$ cat src/rtl/seq_restoring_divider_pkg.sv
// seq_restoring_divider_pkg: shared state encoding for the restoring divider
package seq_restoring_divider_pkg;
  typedef enum logic [1:0] {
    S_IDLE = 2'd0,
    S_RUN  = 2'd1,
    S_DONE = 2'd2
  } state_t;
endpackage

$ cat src/rtl/seq_restoring_divider_div_cell.sv
// div_cell: one-bit full subtractor slice of the trial-subtract chain
module div_cell (
  input  logic r_in,
  input  logic d_in,
  input  logic b_in,
  output logic diff,
  output logic b_out
);
  assign diff  = r_in ^ d_in ^ b_in;
  assign b_out = (~r_in & d_in) | (~(r_in ^ d_in) & b_in);
endmodule

$ cat src/rtl/seq_restoring_divider.sv
// seq_restoring_divider: N-bit unsigned restoring divider, one quotient bit per clock
module seq_restoring_divider
  import seq_restoring_divider_pkg::*;
#(
  parameter int N = 8
) (
  input  logic         clk,
  input  logic         rst_n,
  input  logic         start,
  input  logic [N-1:0] dividend,
  input  logic [N-1:0] divisor,
  output logic         busy,
  output logic         done,
  output logic [N-1:0] quotient,
  output logic [N-1:0] remainder,
  output logic         div_by_zero
);
  localparam int CW = $clog2(N + 1);
  state_t        state;
  logic [CW-1:0] cnt;
  logic [N-1:0]  q, d;
  logic [N:0]    r, r_sh, t, d_ext;
  logic [N+1:0]  b;
  assign r_sh  = {r[N-1:0], q[N-1]};
  assign d_ext = {1'b0, d};
  assign b[0]  = 1'b0;
  for (genvar i = 0; i <= N; i++) begin : g_sub
    div_cell u_cell (
      .r_in (r_sh[i]),
      .d_in (d_ext[i]),
      .b_in (b[i]),
      .diff (t[i]),
      .b_out(b[i+1])
    );
  end
  assign busy = state != S_IDLE;
  // control FSM, iteration registers and registered results
  always_ff @(posedge clk or negedge rst_n) begin
    if (!rst_n) begin
      state       <= S_IDLE;
      cnt         <= '0;
      q           <= '0;
      d           <= '0;
      r           <= '0;
      done        <= 1'b0;
      quotient    <= '0;
      remainder   <= '0;
      div_by_zero <= 1'b0;
    end else begin
      done <= 1'b0;
      case (state)
        S_IDLE: if (start) begin
          d           <= divisor;
          cnt         <= CW'(N);
          div_by_zero <= 1'b0;
          q           <= divisor == '0 ? '1 : dividend;
          r           <= divisor == '0 ? {1'b0, dividend} : '0;
          state       <= divisor == '0 ? S_DONE : S_RUN;
        end
        S_RUN: begin
          r     <= b[N+1] ? r_sh : t;
          q     <= {q[N-2:0], ~b[N+1]};
          cnt   <= cnt - 1'b1;
          state <= cnt == CW'(1) ? S_DONE : S_RUN;
        end
        S_DONE: begin
          done        <= 1'b1;
          quotient    <= q;
          remainder   <= r[N-1:0];
          div_by_zero <= d == '0;
          state       <= S_IDLE;
        end
        default: state <= S_IDLE;
      endcase
    end
  end
endmodule

$ cat config.mk
export PLATFORM = sky130hd
export DESIGN_NAME = seq_restoring_divider
export DESIGN_NICKNAME = d
export VERILOG_FILES = /design/src/rtl/seq_restoring_divider_pkg.sv /design/src/rtl/seq_restoring_divider_div_cell.sv /design/src/rtl/seq_restoring_divider.sv
export SDC_FILE = /design/constraint.sdc
export NUM_CORES = 1
export LEC_CHECK = 0
export ABC_AREA = 1
export BUFFER_PORTS_ARGS = -buffer_cell sky130_fd_sc_hd__buf_2
export CORE_UTILIZATION = 50
export CTS_CLUSTER_SIZE = 10
export DETAILED_ROUTE_END_ITERATION = 6
export GPL_TIMING_DRIVEN = 1
export PLACE_DENSITY = 0.74
export SLEW_MARGIN = 0
export SYNTH_ARGS = -nofsm -noshare
export SYNTH_HDL_FRONTEND = slang
export SYNTH_HIERARCHICAL = 1
export SYNTH_SLANG_ARGS = --single-unit
export TNS_END_PERCENT = 10
$ cat constraint.sdc
create_clock -name clk -period 5.4 [get_ports clk]
set_clock_uncertainty 0.15 [all_clocks]
set_input_delay 0.81 -clock clk [delete_from_list [all_inputs] [get_ports clk]]
set_output_delay 0.81 -clock clk [all_outputs]
set_load 0.02 [all_outputs]
==> results_dict.tcl <==
set metrics [dict create \
    syn_area_sq_um 2650 \
    ir_drop_mv 0.322 \
    grt_max_degree 49 \
    avgSynthCellArea_sq_um 7.78 \
    path_clk_slew_ps 90 \
    die_y_microns 74.9 \
    start_util_pct 52.0 \
    mostFrequentLayoutCell "nand2_1" \
    insertion_delay_ps 300 \
    critPathKind "flop to flop" \
    muxShareOfSynthArea_pct 0 \
    row_count 26 \
    p_per_area_nw_per_um2 612 \
    clockBufferDepth 2 \
    cts_made_buffers 5 \
    gp_congestion 0.848 \
    final_cell_mix "114 x nand2_1, 68 x inv_1, 48 x dfrtp_1" \
    critPathMaxFanout 8 \
    synthXorXnorAreaFrac_pct 0.330 \
    clock_power_share_pct 11.4 \
    status "completed" \
    hold_viol 0 \
    finalWirelength_microns 5090 \
    avgViaCountPerCell 4.72 \
    ctsHoldBuffers 0 \
    cts_tree "built" \
    hold_path_class "flop to flop" \
    p_comb_share_pct 52.7 \
    yosys_warnings 6 \
    seqPwrFrac_pct 35.9 \
    min_period_ps 5130 \
    synthSimpleGateAreaFrac_pct 22.6 \
    fp.dieW_microns 74.9 \
    ys_seq_area_share_pct 45.3 \
    first_pass_iters 5 \
    drv_slew 0 \
    hpwl_microns 3660 \
    switchingPower_uw 829 \
    max_freq_mhz 195 \
    tightest_slew_ps 1070 \
    cp_slowest_cell "dfrtp_1" \
    dieArea_sq_um 5600 \
    finalPower_uw 1810 \
    drcViolationCount 0 \
    worstSetupStartpointType "flop" \
    vias 2113 \
    cts.sink_count 48 \
    io_pins 38 \
    maxCapViolations 0 \
    synth_top_family_by_area "simple AND/OR/NAND/NOR gates" \
    ant_nets 0 \
    worst_ep_required_time_ps 5480 \
    critPathArrivalTime_ps 5210 \
    swShare_pct 45.7 \
    timing.slew.headroom_pct 28.7 \
    r2r_slack_ps 270 \
    synth_compound_area_share_pct 10.2 \
    portBuffers 37 \
    root_buffer "clkbuf_8" \
    path_common_cell "inv_1" \
    p_leak_uw 0.00171 \
    period_share_pct 95.0 \
    synthAdderAreaFrac_pct 7.73 \
    grt_usage_pct 20.3 \
    syn-instance-count 341 \
    register_area_sq_um 1200 \
    final_util_pct 58.0 \
    fillers 493 \
    internal_power_uw 984 \
    grt_antenna_before_repair 0 \
    syn_to_final_growth_pct 11.6 \
    drive_gt1_share_pct 16.1 \
    drt_iter0_drc 75 \
    grt_pass1_wl_microns 8510 \
    max_stage_delay_ps 420 \
    fin_nets 408 \
    routedWlPerCell_microns 11.4 \
    grt_pass1_vias 1907 \
    core_sq_um 5110 \
    synth.distinct_cells 26 \
    h-tree-depth 2 \
    setup-violations-final 0 \
    multi_input_comb_area_sq_um 1110 \
    critPathCaptureType "flop" \
    hold_ws_ps 335 \
    insertedDiodeCount 0 \
    grt-ovfl-total 0 \
    ys_seq_elements 48 \
]
## worst paths after layout
kind                         startpoint      endpoint  cells past startpoint
setup / recovery                   q[7]          r[3]                     31
hold / removal             remainder[4]  remainder[4]                      2
setup reg to reg                   q[7]          r[3]                     31
hold reg to reg            remainder[4]  remainder[4]                      2
max in group asynchronous         rst_n          q[7]                      1
min in group asynchronous         rst_n  remainder[7]                      1
## sequential cells by signal (all words and copies together), names as in the netlist
name         cells
r                8
div_by_zero      1
state            2
quotient         8
done             1
d                8
cnt              4
q                8
remainder        8
## what timing repair did
action,4_1_cts,5_1_grt
pin swaps,0,5
setup endpoints to repair,9,9
setup buffers,0,2
gates resized for setup,1,10
## power groups by stage
| stage | clock network (uW) | registers (uW) | logic (uW) |
|---|---|---|---|
| 3_3_place_gp | 0 | 655 | 905 |
| 6_report | 206 | 651 | 956 |
| 4_1_cts | 213 | 651 | 933 |
| 3_5_place_dp | 0 | 658 | 926 |
| 5_1_grt | 225 | 676 | 1120 |
| 2_1_floorplan | 0 | 692 | 689 |
## Yosys cell counts (all sizes together)
cell	count	area share [%]
buf	9	2.9
xnor2	1	0.33
conb	1	0.14
ha	2	0.94
a21boi	7	2.0
nor2	18	2.8
clkbuf	2	0.66
o21ai	20	4.2
dfrtp	48	45
nand3	11	2.1
fa	9	6.8
nand4	2	0.47
nor4	1	0.24
nor3	1	0.19
clkinv	1	0.14
inv	71	10
nand2	116	17
o22ai	2	0.47
a21oi	19	3.6
## through the flow
stage	instances	instance area [sq um]	worst slack [ps]	TNS [ps]
after global routing	448	2960	-9.57	-27.8
after global placement	439	2840	59.0	0
final	448	2960	270	0
after CTS	446	2930	28.7	0
after floorplan	342	2660	119	0
after detailed placement	439	2840	-70.8	-434
## area by class of cell
cell class / count / area share [%]
sequential: 48 / 40.6
multi-input combinational: 211 / 37.4
inverter: 72 / 9.21
timing repair buffer: 40 / 7.14
tap: 70 / 2.96
clock buffer: 5 / 2.32
clock inverter: 2 / 0.422
## per-layer routing
layer	track usage [%]	vias up	wire length [microns]
met5	0	-	0
met4	5.66	0	51
met3	4.02	6	171
met2	33.5	35	2530
met1	27.4	983	2340
li1	-	1089	-
## kinds of logic after synthesis
logic type | Yosys count
adder cells (fa/ha/maj) | 11
other | 1
XOR/XNOR | 1
flip-flops | 48
buffers and inverters | 83
AO/OA/AOI/OAI | 48
AND/OR/NAND/NOR | 149
## worst max-delay path: cells and delay by family, from the launching register on
kind	cells	cell delay, ps
fa+ha+maj	9	3100
buf+inv	18	1060
flops	1	420
compound gates	2	230
simple gates	2	110
Power figures use the tool's default switching activity.
